$ cat config.mk
export PLATFORM = sky130hd
export DESIGN_NAME = falafel_free_list_walker
export DESIGN_NICKNAME = d
export VERILOG_FILES = /design/src/rtl/falafel_free_list_walker.sv
export SDC_FILE = /design/constraint.sdc
export NUM_CORES = 1
export LEC_CHECK = 0
export CORE_AREA = 8 8 229 231
export CTS_CLUSTER_SIZE = 10
export DETAILED_ROUTE_END_ITERATION = 10
export DIE_AREA = 0 0 237 239
export DONT_BUFFER_PORTS = 1
export PLACE_DENSITY = 0.54
export SYNTH_ARGS = -nofsm -noshare
export SYNTH_HDL_FRONTEND = slang
export SYNTH_HIERARCHICAL = 1
export SYNTH_SLANG_ARGS = --single-unit
$ cat constraint.sdc
create_clock -name clk_i -period 34.7 [get_ports clk_i]
set_input_delay 6.94 -clock clk_i [delete_from_list [all_inputs] [get_ports clk_i]]
set_output_delay 6.94 -clock clk_i [all_outputs]
set_load 0.05 [all_outputs]
$ cat src/rtl/falafel_free_list_walker.sv
// falafel_free_list_walker
// First-fit search over the allocator's singly linked free list. Each block
// header is {size @ +0, next_ptr @ +WORD_BYTES}. One read is outstanding at a
// time. The walk stops at the first block whose size covers the request, or
// at the end of the list.
//
// Optional feature: define FALAFEL_WALK_HOP_LIMIT_EN to bound the number of
// blocks examined per request to MAX_HOPS. If the bound is hit, the response
// has rsp_err_o=1. Without the macro rsp_err_o is tied low and a cyclic list
// never terminates.
//
// Ports
//   clk_i, rst_i            clock, asynchronous active-high reset
//   req_valid_i/req_ready_o search request handshake
//   req_size_i              requested size
//   req_head_ptr_i          free-list head pointer
//   mem_req_o/mem_gnt_i     read request handshake, address on mem_addr_o
//   mem_rvalid_i/rdata_i    read return
//   rsp_valid_o/rsp_ready_i result handshake
//   rsp_found_o, rsp_err_o  outcome flags
//   rsp_block_ptr_o         fitting block base (NULL_PTR if none)
//   rsp_prev_ptr_o          predecessor of the fitting block (NULL_PTR if head)
//   rsp_block_size_o        size field of the fitting block
//   rsp_next_ptr_o          next_ptr field of the fitting block
//
// state   | meaning
// --------+-----------------------------------------------
// IDLE    | ready for a request
// RD_SIZE | read request for the size word at cur
// WT_SIZE | waiting for the size word
// RD_NEXT | read request for the next_ptr word at cur+WORD_BYTES
// WT_NEXT | waiting for the next_ptr word
// CHECK   | parser decides fit / end of list / advance
// RESP    | result held until consumed

module falafel_block_parser #(
   parameter int WORD_W = 32
) (
   input  logic [WORD_W-1:0] size,
   input  logic [WORD_W-1:0] next_ptr,
   input  logic [WORD_W-1:0] req_size,
   output logic              is_null,
   output logic              is_big_enough
);
   assign is_null       = (next_ptr == '0);
   assign is_big_enough = (size >= req_size);
endmodule

module falafel_free_list_walker #(
   parameter int WORD_W     = 32,
   parameter int WORD_BYTES = 8,
   parameter int MAX_HOPS   = 1024
) (
   input  logic              clk_i,
   input  logic              rst_i,
   input  logic              req_valid_i,
   output logic              req_ready_o,
   input  logic [WORD_W-1:0] req_size_i,
   input  logic [WORD_W-1:0] req_head_ptr_i,
   output logic              mem_req_o,
   output logic [WORD_W-1:0] mem_addr_o,
   input  logic              mem_gnt_i,
   input  logic              mem_rvalid_i,
   input  logic [WORD_W-1:0] mem_rdata_i,
   output logic              rsp_valid_o,
   input  logic              rsp_ready_i,
   output logic              rsp_found_o,
   output logic              rsp_err_o,
   output logic [WORD_W-1:0] rsp_block_ptr_o,
   output logic [WORD_W-1:0] rsp_prev_ptr_o,
   output logic [WORD_W-1:0] rsp_block_size_o,
   output logic [WORD_W-1:0] rsp_next_ptr_o
);
   localparam logic [WORD_W-1:0] NULL_PTR = '0;
   localparam logic [WORD_W-1:0] NEXT_OFS = WORD_W'(WORD_BYTES);

   typedef enum logic [2:0] {
      IDLE, RD_SIZE, WT_SIZE, RD_NEXT, WT_NEXT, CHECK, RESP
   } state_t;

   state_t            state;
   logic [WORD_W-1:0] req_size_q;
   logic [WORD_W-1:0] cur_q;
   logic [WORD_W-1:0] prev_q;
   logic [WORD_W-1:0] size_q;
   logic [WORD_W-1:0] next_q;
   logic              is_null;
   logic              is_big_enough;

   falafel_block_parser #(.WORD_W(WORD_W)) u_parser (
      .size          (size_q),
      .next_ptr      (next_q),
      .req_size      (req_size_q),
      .is_null       (is_null),
      .is_big_enough (is_big_enough)
   );

`ifdef FALAFEL_WALK_HOP_LIMIT_EN
   localparam int HOP_W = $clog2(MAX_HOPS + 1);
   logic [HOP_W-1:0] hops_q;
   logic [HOP_W-1:0] hops_inc;
   logic             err_q;
   assign hops_inc  = hops_q + HOP_W'(1);
   assign rsp_err_o = err_q;
`else
   assign rsp_err_o = 1'b0;
`endif

   always_ff @(posedge clk_i or posedge rst_i) begin
      if (rst_i) begin
         state            <= IDLE;
         req_ready_o      <= 1'b0;
         mem_req_o        <= 1'b0;
         mem_addr_o       <= '0;
         rsp_valid_o      <= 1'b0;
         rsp_found_o      <= 1'b0;
         rsp_block_ptr_o  <= NULL_PTR;
         rsp_prev_ptr_o   <= NULL_PTR;
         rsp_block_size_o <= '0;
         rsp_next_ptr_o   <= '0;
         req_size_q       <= '0;
         cur_q            <= NULL_PTR;
         prev_q           <= NULL_PTR;
         size_q           <= '0;
         next_q           <= '0;
`ifdef FALAFEL_WALK_HOP_LIMIT_EN
         hops_q           <= '0;
         err_q            <= 1'b0;
`endif
      end else begin
         case (state)
            IDLE: begin
               // ready rises one cycle after reset release
               req_ready_o <= 1'b1;
               if (req_valid_i && req_ready_o) begin
                  req_ready_o <= 1'b0;
                  req_size_q  <= req_size_i;
                  cur_q       <= req_head_ptr_i;
                  prev_q      <= NULL_PTR;
`ifdef FALAFEL_WALK_HOP_LIMIT_EN
                  hops_q      <= '0;
                  err_q       <= 1'b0;
`endif
                  if (req_head_ptr_i == NULL_PTR) begin
                     rsp_valid_o      <= 1'b1;
                     rsp_found_o      <= 1'b0;
                     rsp_block_ptr_o  <= NULL_PTR;
                     rsp_prev_ptr_o   <= NULL_PTR;
                     rsp_block_size_o <= '0;
                     rsp_next_ptr_o   <= '0;
                     state            <= RESP;
                  end else begin
                     mem_req_o  <= 1'b1;
                     mem_addr_o <= req_head_ptr_i;
                     state      <= RD_SIZE;
                  end
               end
            end
            RD_SIZE: begin
               if (mem_gnt_i) begin
                  mem_req_o <= 1'b0;
                  state     <= WT_SIZE;
               end
            end
            WT_SIZE: begin
               if (mem_rvalid_i) begin
                  size_q     <= mem_rdata_i;
                  mem_req_o  <= 1'b1;
                  mem_addr_o <= cur_q + NEXT_OFS;
                  state      <= RD_NEXT;
               end
            end
            RD_NEXT: begin
               if (mem_gnt_i) begin
                  mem_req_o <= 1'b0;
                  state     <= WT_NEXT;
               end
            end
            WT_NEXT: begin
               if (mem_rvalid_i) begin
                  next_q <= mem_rdata_i;
                  state  <= CHECK;
               end
            end
            CHECK: begin
`ifdef FALAFEL_WALK_HOP_LIMIT_EN
               hops_q <= hops_inc;
`endif
               if (is_big_enough) begin
                  rsp_valid_o      <= 1'b1;
                  rsp_found_o      <= 1'b1;
                  rsp_block_ptr_o  <= cur_q;
                  rsp_prev_ptr_o   <= prev_q;
                  rsp_block_size_o <= size_q;
                  rsp_next_ptr_o   <= next_q;
                  state            <= RESP;
               end else if (is_null) begin
                  rsp_valid_o      <= 1'b1;
                  rsp_found_o      <= 1'b0;
                  rsp_block_ptr_o  <= NULL_PTR;
                  rsp_prev_ptr_o   <= NULL_PTR;
                  rsp_block_size_o <= '0;
                  rsp_next_ptr_o   <= '0;
                  state            <= RESP;
`ifdef FALAFEL_WALK_HOP_LIMIT_EN
               end else if (hops_inc == HOP_W'(MAX_HOPS)) begin
                  rsp_valid_o      <= 1'b1;
                  rsp_found_o      <= 1'b0;
                  err_q            <= 1'b1;
                  rsp_block_ptr_o  <= NULL_PTR;
                  rsp_prev_ptr_o   <= NULL_PTR;
                  rsp_block_size_o <= '0;
                  rsp_next_ptr_o   <= '0;
                  state            <= RESP;
`endif
               end else begin
                  prev_q     <= cur_q;
                  cur_q      <= next_q;
                  mem_req_o  <= 1'b1;
                  mem_addr_o <= next_q;
                  state      <= RD_SIZE;
               end
            end
            RESP: begin
               if (rsp_ready_i) begin
                  rsp_valid_o <= 1'b0;
                  req_ready_o <= 1'b1;
                  state       <= IDLE;
               end
            end
            default: state <= IDLE;
         endcase
      end
   end
endmodule

==> metrics.log <==
[metrics] status: finished clean
[metrics] overall die height: 239 µm
[metrics] worst hold path type: flip-flop to flip-flop
[metrics] worst path buffer plus inverter count: 2
[metrics] half-perimeter wire length after detailed placement: 35.5 mm
[metrics] max cap viols: 0
[metrics] fill cell total of the finished layout: 4,773
[metrics] Horiz. Die Dim: 237 µm
[metrics] count of unresolved DRC violations after routing: 0
[metrics] standard cell core area: 48,500 µm²
[metrics] family with the most delay on the worst path: simple AND/OR/NAND/NOR gates
[metrics] RSZ-0062 raised after global routing: false
[metrics] critical path data required time: 35.13 ns
[metrics] DR vias/cell: 5.45
[metrics] sequential share of the synthesized area: 0.567
[metrics] TritonCTS clock tree: done
[metrics] cell taking the most area after synthesis: sky130_fd_sc_hd__dfrtp_1
[metrics] detailed router's first-iteration violation count: 666
[metrics] highest fanout seen on the critical path: 88
[metrics] worst clock skew on the final layout: 0.0190 ns
[metrics] final number of max-transition violations: 0
[metrics] Worst setup EP type: flip-flop
[metrics] Syn Area/Cell: 12.6 µm²
[metrics] #FFs+latches synth: 327
[metrics] final setup fails: 0
[metrics] Critical Path Most Common Cell: sky130_fd_sc_hd__buf_4
[metrics] max-slew headroom at the worst pin: 0.187
[metrics] min setup slack post-route: 25.18 ns
[metrics] final estimated routing congestion in global placement: 0.821
[metrics] clock net sink count: 327
[metrics] critical path class: input pin to flip-flop
[metrics] top cells by instance count after synthesis: sky130_fd_sc_hd__dfrtp_1, sky130_fd_sc_hd__a22o_1, sky130_fd_sc_hd__mux2_2, sky130_fd_sc_hd__a21oi_1, sky130_fd_sc_hd__nor2_1
[metrics] share of Yosys cell area claimed by the top area cell type: 0.567
[metrics] Period Utilization, post-route: 0.274
[metrics] proportion of register bits with asynchronous set or reset after synthesis: 1.00
[metrics] total global routing track utilization: 0.169
[metrics] largest stage delay on the critical path: 0.78 ns
[metrics] arrival time of the worst setup path: 9.96 ns
[metrics] number of warnings printed during yosys synthesis: 6
[metrics] latest clock arrival within the worst-skew pair: 0.56 ns
[metrics] Net Count, Synth: 1,284
[metrics] worst hold slack across all endpoints: 0.497 ns
[metrics] Resized Gates After CTS: 0
[metrics] number of cells produced by synthesis: 1,149
[metrics] number of search-and-repair iterations in the first detailed-routing pass: 4
[metrics] fraction of layout cells with a size suffix above 1: 0.183
[metrics] global-route congestion overflow total: 0
[metrics] cts-stage hold buffer count: 0
[metrics] quantity of I/O buffers inserted on ports: 0
[metrics] vias in the first global route: 9,898
[metrics] number of buffers between clock root and the deepest sink: 3
[metrics] multi-input combinational cell area: 5680 µm²
[metrics] initial core utilization: 0.297
[metrics] cell-by-cell listing of the critical path: nor4_1 > nand4_1 > o32ai_4 > o211ai_4 > buf_4 > buf_4 > a22o_1
[metrics] final hold violation count: 0
[metrics] clock slew at reported path FFs: 0.05 ns
[metrics] maximum level of the CTS H-tree: 2
[metrics] library cell contributing the largest single delay on the critical path: sky130_fd_sc_hd__nor4_1
[metrics] count of distinct cell types in the synthesized netlist: 64
[metrics] kind of start point of the critical path: input pin
[metrics] number of standard cells in the final layout excluding fillers: 1,760
[metrics] Worst Tran Pin Value: 1.22 ns
[metrics] number of I/O pins: 267
[metrics] EDFF count, synth: 0
[metrics] final layout net count: 1,256
[metrics] die outline area: 56,600 µm²
[metrics] Synth area leaders: sky130_fd_sc_hd__dfrtp_1, sky130_fd_sc_hd__a22o_1, sky130_fd_sc_hd__mux2_2
[metrics] Post-synth top flop: sky130_fd_sc_hd__dfrtp_1
[metrics] number of CTS-inserted buffers: 41
[metrics] post-CTS setup buffer count: 0
[metrics] vias post-DR: 9,596
[metrics] wire length after detailed routing: 48.7 mm
[metrics] mean routed wirelength per cell: 27.7 µm
[metrics] FMAX: 105 MHz
[metrics] post-layout min period: 9.52 ns
[metrics] maximum number of pins on one net before global-route repair: 130
[metrics] mapped cell area: 14,400 µm²
[metrics] number of nets with antenna violations after routing: 0
[metrics] count of standard-cell rows: 81
[metrics] most instantiated library cell after synthesis: sky130_fd_sc_hd__dfrtp_1
[metrics] buffer type at the clock tree root: sky130_fd_sc_hd__clkbuf_16
[metrics] initial antenna violation count: 5
[metrics] number of placed instances with taps included: 1,700
[metrics] first-pass GRT wire length: 71.0 mm
[metrics] storage element area: 8180 µm²
[metrics] Layout Area Growth over Synthesis: 11.8%
[metrics] worst setup timing slack at the placement stage: 24.74 ns
[metrics] sum of negative setup slack: 0 ns
==> layout by cell type (no fill, tap or decap), drive strengths merged, types with 8 or more instances in the layout <==
master	n
dfrtp	327
a22o	161
mux2	128
clkbuf	52
a21oi	46
nor2	46
inv	39
nand2	38
ha	33
mux2i	29
nand3	22
nand4	20
nor4	19
a31oi	17
o21ai	15
buf	14
and2	14
and3	12
nor3	9
a21o	8
==> final cells by class <==
cell class,count,share of cell area
antenna,2,0.000310
clock buffer,52,0.0707
clock inverter,6,0.00543
inverter,37,0.00908
multi-input combinational,700,0.352
sequential,327,0.507
tap,622,0.0483
timing repair buffer,14,0.00652
==> sequential cells by signal, indices dropped and copies added, names as in the netlist <==
register          flops
mem_addr_o           32
cur_q                32
size_q               32
rsp_block_ptr_o      32
req_ready_o           1
next_q               32
req_size_q           32
rsp_prev_ptr_o       32
state                 3
rsp_valid_o           1
mem_req_o             1
rsp_found_o           1
rsp_block_size_o     32
prev_q               32
rsp_next_ptr_o       32
==> routing by layer <==
layer  GRT usage  share of wire  vias to the layer above
li1            -              -                     4237
met1       0.198           0.40                     4926
met2       0.263           0.46                      326
met3      0.0764           0.11                       99
met4      0.0768          0.043                        8
met5           0         0.0012                        -
==> metrics by stage <==
step                 util  cell area [µm²]
detailed placement  0.307            14900
finish              0.332            16100
CTS                 0.332            16100
floorplan               -            14400
global route        0.332            16100
global placement    0.307            14900
==> kinds of logic after synthesis <==
kind of cell,share of synthesized area
AND/OR/NAND/NOR,0.0781
AO/OA/AOI/OAI,0.158
multiplexers,0.120
flip-flops,0.567
XOR/XNOR,0.00546
other,0.000260
buffers and inverters,0.0425
adder cells (fa/ha/maj),0.0286
==> final timing paths <==
kind,end,from,cells after the start,slack [ns]
max,rsp_next_ptr_o[22],req_head_ptr_i[17],7,25.18
min,prev_q[24],prev_q[24],1,0.50
max reg2reg,rsp_valid_o,size_q[11],12,30.08
min reg2reg,prev_q[24],prev_q[24],1,0.50
max in group asynchronous,size_q[9],rst_i,3,26.10
min in group asynchronous,rsp_prev_ptr_o[29],rst_i,1,6.37
Power is not shown: default switching activity piles up to over one toggle a cycle in this logic, so the estimate is an artifact.
==> variant 1 (config.mk and constraints unchanged) <==
`WORD_W` is set to 32 in 2 places; all go to 48.
--- a/src/rtl/falafel_free_list_walker.sv
+++ b/src/rtl/falafel_free_list_walker.sv
@@ -34,7 +34,7 @@
 // RESP    | result held until consumed
 
 module falafel_block_parser #(
-   parameter int WORD_W = 32
+   parameter int WORD_W = 48
 ) (
    input  logic [WORD_W-1:0] size,
    input  logic [WORD_W-1:0] next_ptr,
@@ -47,7 +47,7 @@
 endmodule
 
 module falafel_free_list_walker #(
-   parameter int WORD_W     = 32,
+   parameter int WORD_W     = 48,
    parameter int WORD_BYTES = 8,
    parameter int MAX_HOPS   = 1024
 ) (
Interface: changed (8 resized); port bits go from 267 to 395. No check against the original RTL was run, so the function may have changed too.
==> variant 1 against the unedited design <==
Final area up 45%. Die area unchanged. Hold slack about the same. Core utilization up 15 points. Sequential cell count up 160. Setup slack worse by 7.0 ps. Wire length up 36%. Critical path type unchanged. Largest cell class unchanged. Critical endpoint is now rsp_prev_ptr_o[23]$_DFFE_PP0P_. Synthesized area up 49%.
==> variant 1: results (changes against the unedited design) <==
| Metric | Reported | vs unedited |
|---|---|---|
| Launching instance or port of the critical path | req_head_ptr_i[25] | was req_head_ptr_i[17] |
| Commonest cells in the synthesized netlist | dfrtp_1, a22o_1, mux2_2 | unchanged |
| Antenna violations before repair | 4 | was 5 |
| Data arrival time of the critical path | 10000 ps | was 9960 ps |
| Clk buf depth | 3 | unchanged |
| Final HPWL DP | 47550 um | was 35500 um |
| Slew Limit Headroom | 27.00% | was 18.71% |
| Number of vias per cell | 6.126 | was 5.452 |
| Mean routed wirelength per cell | 28.82 um | was 27.66 um |
| Sequential-to-total area share from yosys stat | 56.82% | was 56.71% |
| Detailed router's first-iteration violation count | 993 | was 666 |
| Largest net degree at the start of global routing | 166 | was 130 |
| Synth Net Count | 1922 | was 1284 |
| Gp weighted congestion | 0.8697 | was 0.8214 |
| Fin Clk Skew | 27.04 ps | was 19.02 ps |
| Ranking of synthesized cells by area | dfrtp_1, a22o_1, mux2_2 | unchanged |
| Critical path peak fanout | 93 | was 88 |
| Clock network latency to the later pin of the worst-skew pair | 600 ps | was 560 ps |
| Global-route wire length before repair | 98850 um | was 71030 um |
| Final Non-Filler Cells | 2302 | was 1760 |
| Placed cell count | 2225 | was 1700 |
| Total area of multi-input combinational cells | 8428 um2 | was 5682 um2 |
| # fillers | 4298 | was 4773 |
| Result of the run | finished, final reports clean | unchanged |
| Launch point of the worst hold path | prev_q[41]$_DFFE_PP0P_ | was prev_q[24]$_DFFE_PP0P_ |
| Router iterations before antenna repair | 5 | was 4 |
| Source of the worst register-to-register timing path | size_q[41]$_DFFE_PP0P_ | was size_q[11]$_DFFE_PP0P_ |
| Number of distinct library cell variants in the gate-level netlist after synthesis | 67 | was 64 |
| Post-synthesis cell count | 1723 | was 1149 |
| Vias in the first global route | 14210 | was 9898 |
| Total track usage | 22.98% | was 16.88% |
variant 1: path summary, 6_finish.rpt:
check,end,slack (ps),cells after the start
min,prev_q[41]$_DFFE_PP0P_,500,1
min reg2reg,prev_q[41]$_DFFE_PP0P_,500,1
max,rsp_prev_ptr_o[23]$_DFFE_PP0P_,25170,6
max in group asynchronous,rsp_next_ptr_o[0]$_DFFE_PP0P_,26300,3
max reg2reg,mem_addr_o[12]$_DFFE_PP0P_,29570,12
min in group asynchronous,prev_q[41]$_DFFE_PP0P_,6340,1
variant 1: area by class of cell:
| class | instances | area share [%] |
|---|---|---|
| inverter | 61 | 1.013 |
| clock buffer | 70 | 6.450 |
| timing repair buffer | 19 | 0.6648 |
| clock inverter | 2 | 0.1501 |
| sequential | 487 | 52.22 |
| multi-input combinational | 1036 | 36.11 |
| tap | 622 | 3.335 |
| antenna | 5 | 0.05361 |
variant 1: logic make-up after synthesis:
group           share of synthesized area (%)
flops                                   56.82
compound gates                          15.70
simple gates                            7.899
mux                                     12.23
buf+inv                                 4.025
fa+ha+maj                               2.859
xor+xnor                               0.4492
other cells                           0.01749
variant 1: metrics by stage:
| step | setup slack [ps] | util, % | instance area [um2] |
|---|---|---|---|
| after global routing | 25170 | 48.07 | 23330 |
| after global placement | 24570 | 44.87 | 21780 |
| after detailed placement | 24590 | 44.87 | 21780 |
| final | 25170 | 48.07 | 23340 |
| after floorplan | 14170 | - | 21450 |
| after CTS | 25230 | 48.05 | 23320 |
variant 1: layer usage:
| layer | up-vias | wire [um] | global-route usage, % |
|---|---|---|---|
| met3 | 87 | 6312 | 8.783 |
| li1 | 6276 | - | - |
| met5 | - | 12 | 0 |
| met1 | 7279 | 28370 | 30.31 |
| met4 | 2 | 1759 | 7.021 |
| met2 | 458 | 29900 | 34.86 |
variant 1: critical path: stages:
cell and delay [ps]:
nor4_1 900, and4_1 370, nand3_2 320, a211o_4 610
buf_4 460, a22o_1 320
variant 1: power breakdown:
group | internal, uW | leakage, uW | switching [uW] | total (uW)
combinational | 313 | 0.00364 | 350 | 663
sequential | 781 | 0.00621 | 577 | 1360
clock | 305 | 0.000754 | 219 | 524
total | 1400 | 0.0106 | 1150 | 2540
==> variant 2 (config.mk and constraints unchanged) <==
Made on the original files. Re-encode `state_t` (7 states) as one-hot, 7 bits wide.
--- a/src/rtl/falafel_free_list_walker.sv
+++ b/src/rtl/falafel_free_list_walker.sv
@@ -74,8 +74,8 @@
    localparam logic [WORD_W-1:0] NULL_PTR = '0;
    localparam logic [WORD_W-1:0] NEXT_OFS = WORD_W'(WORD_BYTES);
 
-   typedef enum logic [2:0] {
-      IDLE, RD_SIZE, WT_SIZE, RD_NEXT, WT_NEXT, CHECK, RESP
+   typedef enum logic [6:0] {
+      IDLE = 7'b0000001, RD_SIZE = 7'b0000010, WT_SIZE = 7'b0000100, RD_NEXT = 7'b0001000, WT_NEXT = 7'b0010000, CHECK = 7'b0100000, RESP = 7'b1000000
    } state_t;
 
    state_t            state;
Function: no difference found for any inputs over 4 cycles, from zero or initial values and one cycle with rst_i high; so few cycles prove little.
==> variant 2 against the unedited design <==
Wire length fell by 4.4%. Count of clock-buffer cells in the layout rose by 1. Non-clock buffer count did not move. Final area rose by 1.4%. Register-to-register slack improved by 450 ps. Clock skew fell by 1.8 ps. First-iteration DRC count fell by 12%. Synthesized area rose by 0.90%. Setup slack got worse by 170 ps. Via count rose by 2.4%. Sequential cell count rose by 4.
==> variant 2: results (changes against the unedited design) <==
| Metric | Reported | vs unedited |
|---|---|---|
| Result of the run | finished, final reports clean | unchanged |
| Adder-cell area share of the yosys netlist | 2.836% | was 2.861% |
| Fraction of layout instances using a drive strength above 1 | 15.32% | was 18.31% |
| Post-synthesis compound-gate area fraction | 15.14% | was 15.80% |
| Vias in the first global route | 10060 | was 9898 |
| Sequential-to-total area share from yosys stat | 56.90% | was 56.71% |
| Met1 track utilization from global routing | 20.01% | was 19.85% |
| Final HPWL DP | 33450 um | was 35500 um |
| WL met2 | 20590 um | was 22160 um |
| Post-synthesis share of cell area spent on xor and xnor gates | 1.504% | was 0.5463% |
| Antenna violations before repair | 2 | was 5 |
| Critical R2R Capture | rsp_prev_ptr_o[2]$_DFFE_PP0P_ | was rsp_valid_o$_DFFE_PP0P_ |
| Achievable Freq | 0.1032 GHz | was 0.1050 GHz |
| Placed cell count | 1820 | was 1700 |
| Largest net degree at the start of global routing | 129 | was 130 |
| Data arrival time of the critical path | 10130 ps | was 9960 ps |
| FF/Latch Area | 8284 um2 | was 8183 um2 |
| Detailed router's first-iteration violation count | 587 | was 666 |
| Register-to-Register Setup Slack | 30530 ps | was 30080 ps |
| Fin Clk Skew | 17.22 ps | was 19.02 ps |
| Mean routed wirelength per cell | 24.71 um | was 27.66 um |
| Post-synthesis cell count | 1271 | was 1149 |
| Number of vias per cell | 5.215 | was 5.452 |
| Total track usage | 16.18% | was 16.88% |
| # fillers | 4797 | was 4773 |
| Worst hold slack | 474.4 ps | was 497.2 ps |
| Placement-stage cell area | 15090 um2 | was 14890 um2 |
| Met3 track utilization from global routing | 6.017% | was 7.642% |
| Launch point of the worst hold path | prev_q[30]$_DFFE_PP0P_ | was prev_q[24]$_DFFE_PP0P_ |
| Commonest cells in the synthesized netlist | dfrtp_1, nand2_1, a22o_1 | was dfrtp_1, a22o_1, mux2_2 |
| Overall Power | 1346 uW |  |
| Number of distinct library cell variants in the gate-level netlist after synthesis | 57 | was 64 |
| Router iterations before antenna repair | 5 | was 4 |
| Hold path cells | 2 | was 1 |
| CTS Buf Count | 42 | was 41 |
| Ranking of synthesized cells by area | dfrtp_1, a22o_1, mux2_2 | unchanged |
| Slowest stage delay, CP | 800 ps | was 780 ps |
| Post-synthesis mux area share | 9.856% | was 12.00% |
| Reg2reg path depth | 11 | was 12 |
| Met3 Wirelength | 4216 um | was 5112 um |
==> variant 2: cell types whose count changed in the layout (fill, tap and decap cells not counted), sizes merged, moves of 10 or more <==
cell | before | now
a21oi | 46 | 34
a31oi | 17 | 0
xnor2 | 2 | 19
and2 | 14 | 4
a22o | 161 | 129
mux2 | 128 | 99
nand2 | 38 | 158
o21ai | 15 | 112
==> variant 2: cell families (layout without fill, tap and decap cells) <==
logic type | after synthesis | count (layout)
adders and majority gates | 33 | 33
xor gates and xnor gates | 25 | 25
other | 1 | 3
buffers and inverters | 128 | 117
AOI/OAI and AO/OA | 312 | 312
DFF | 331 | 331
and+or+nand+nor | 310 | 310
muxes | 131 | 131
==> variant 2: layout make-up <==
type | count | share of cell area [%]
Multi-Input combinational cell | 812 | 35.23
Clock buffer | 53 | 7.111
Inverter | 41 | 0.9874
Clock inverter | 9 | 0.5587
Timing Repair Buffer | 14 | 0.6429
Antenna cell | 2 | 0.03062
Tap cell | 622 | 4.761
Sequential cell | 331 | 50.68
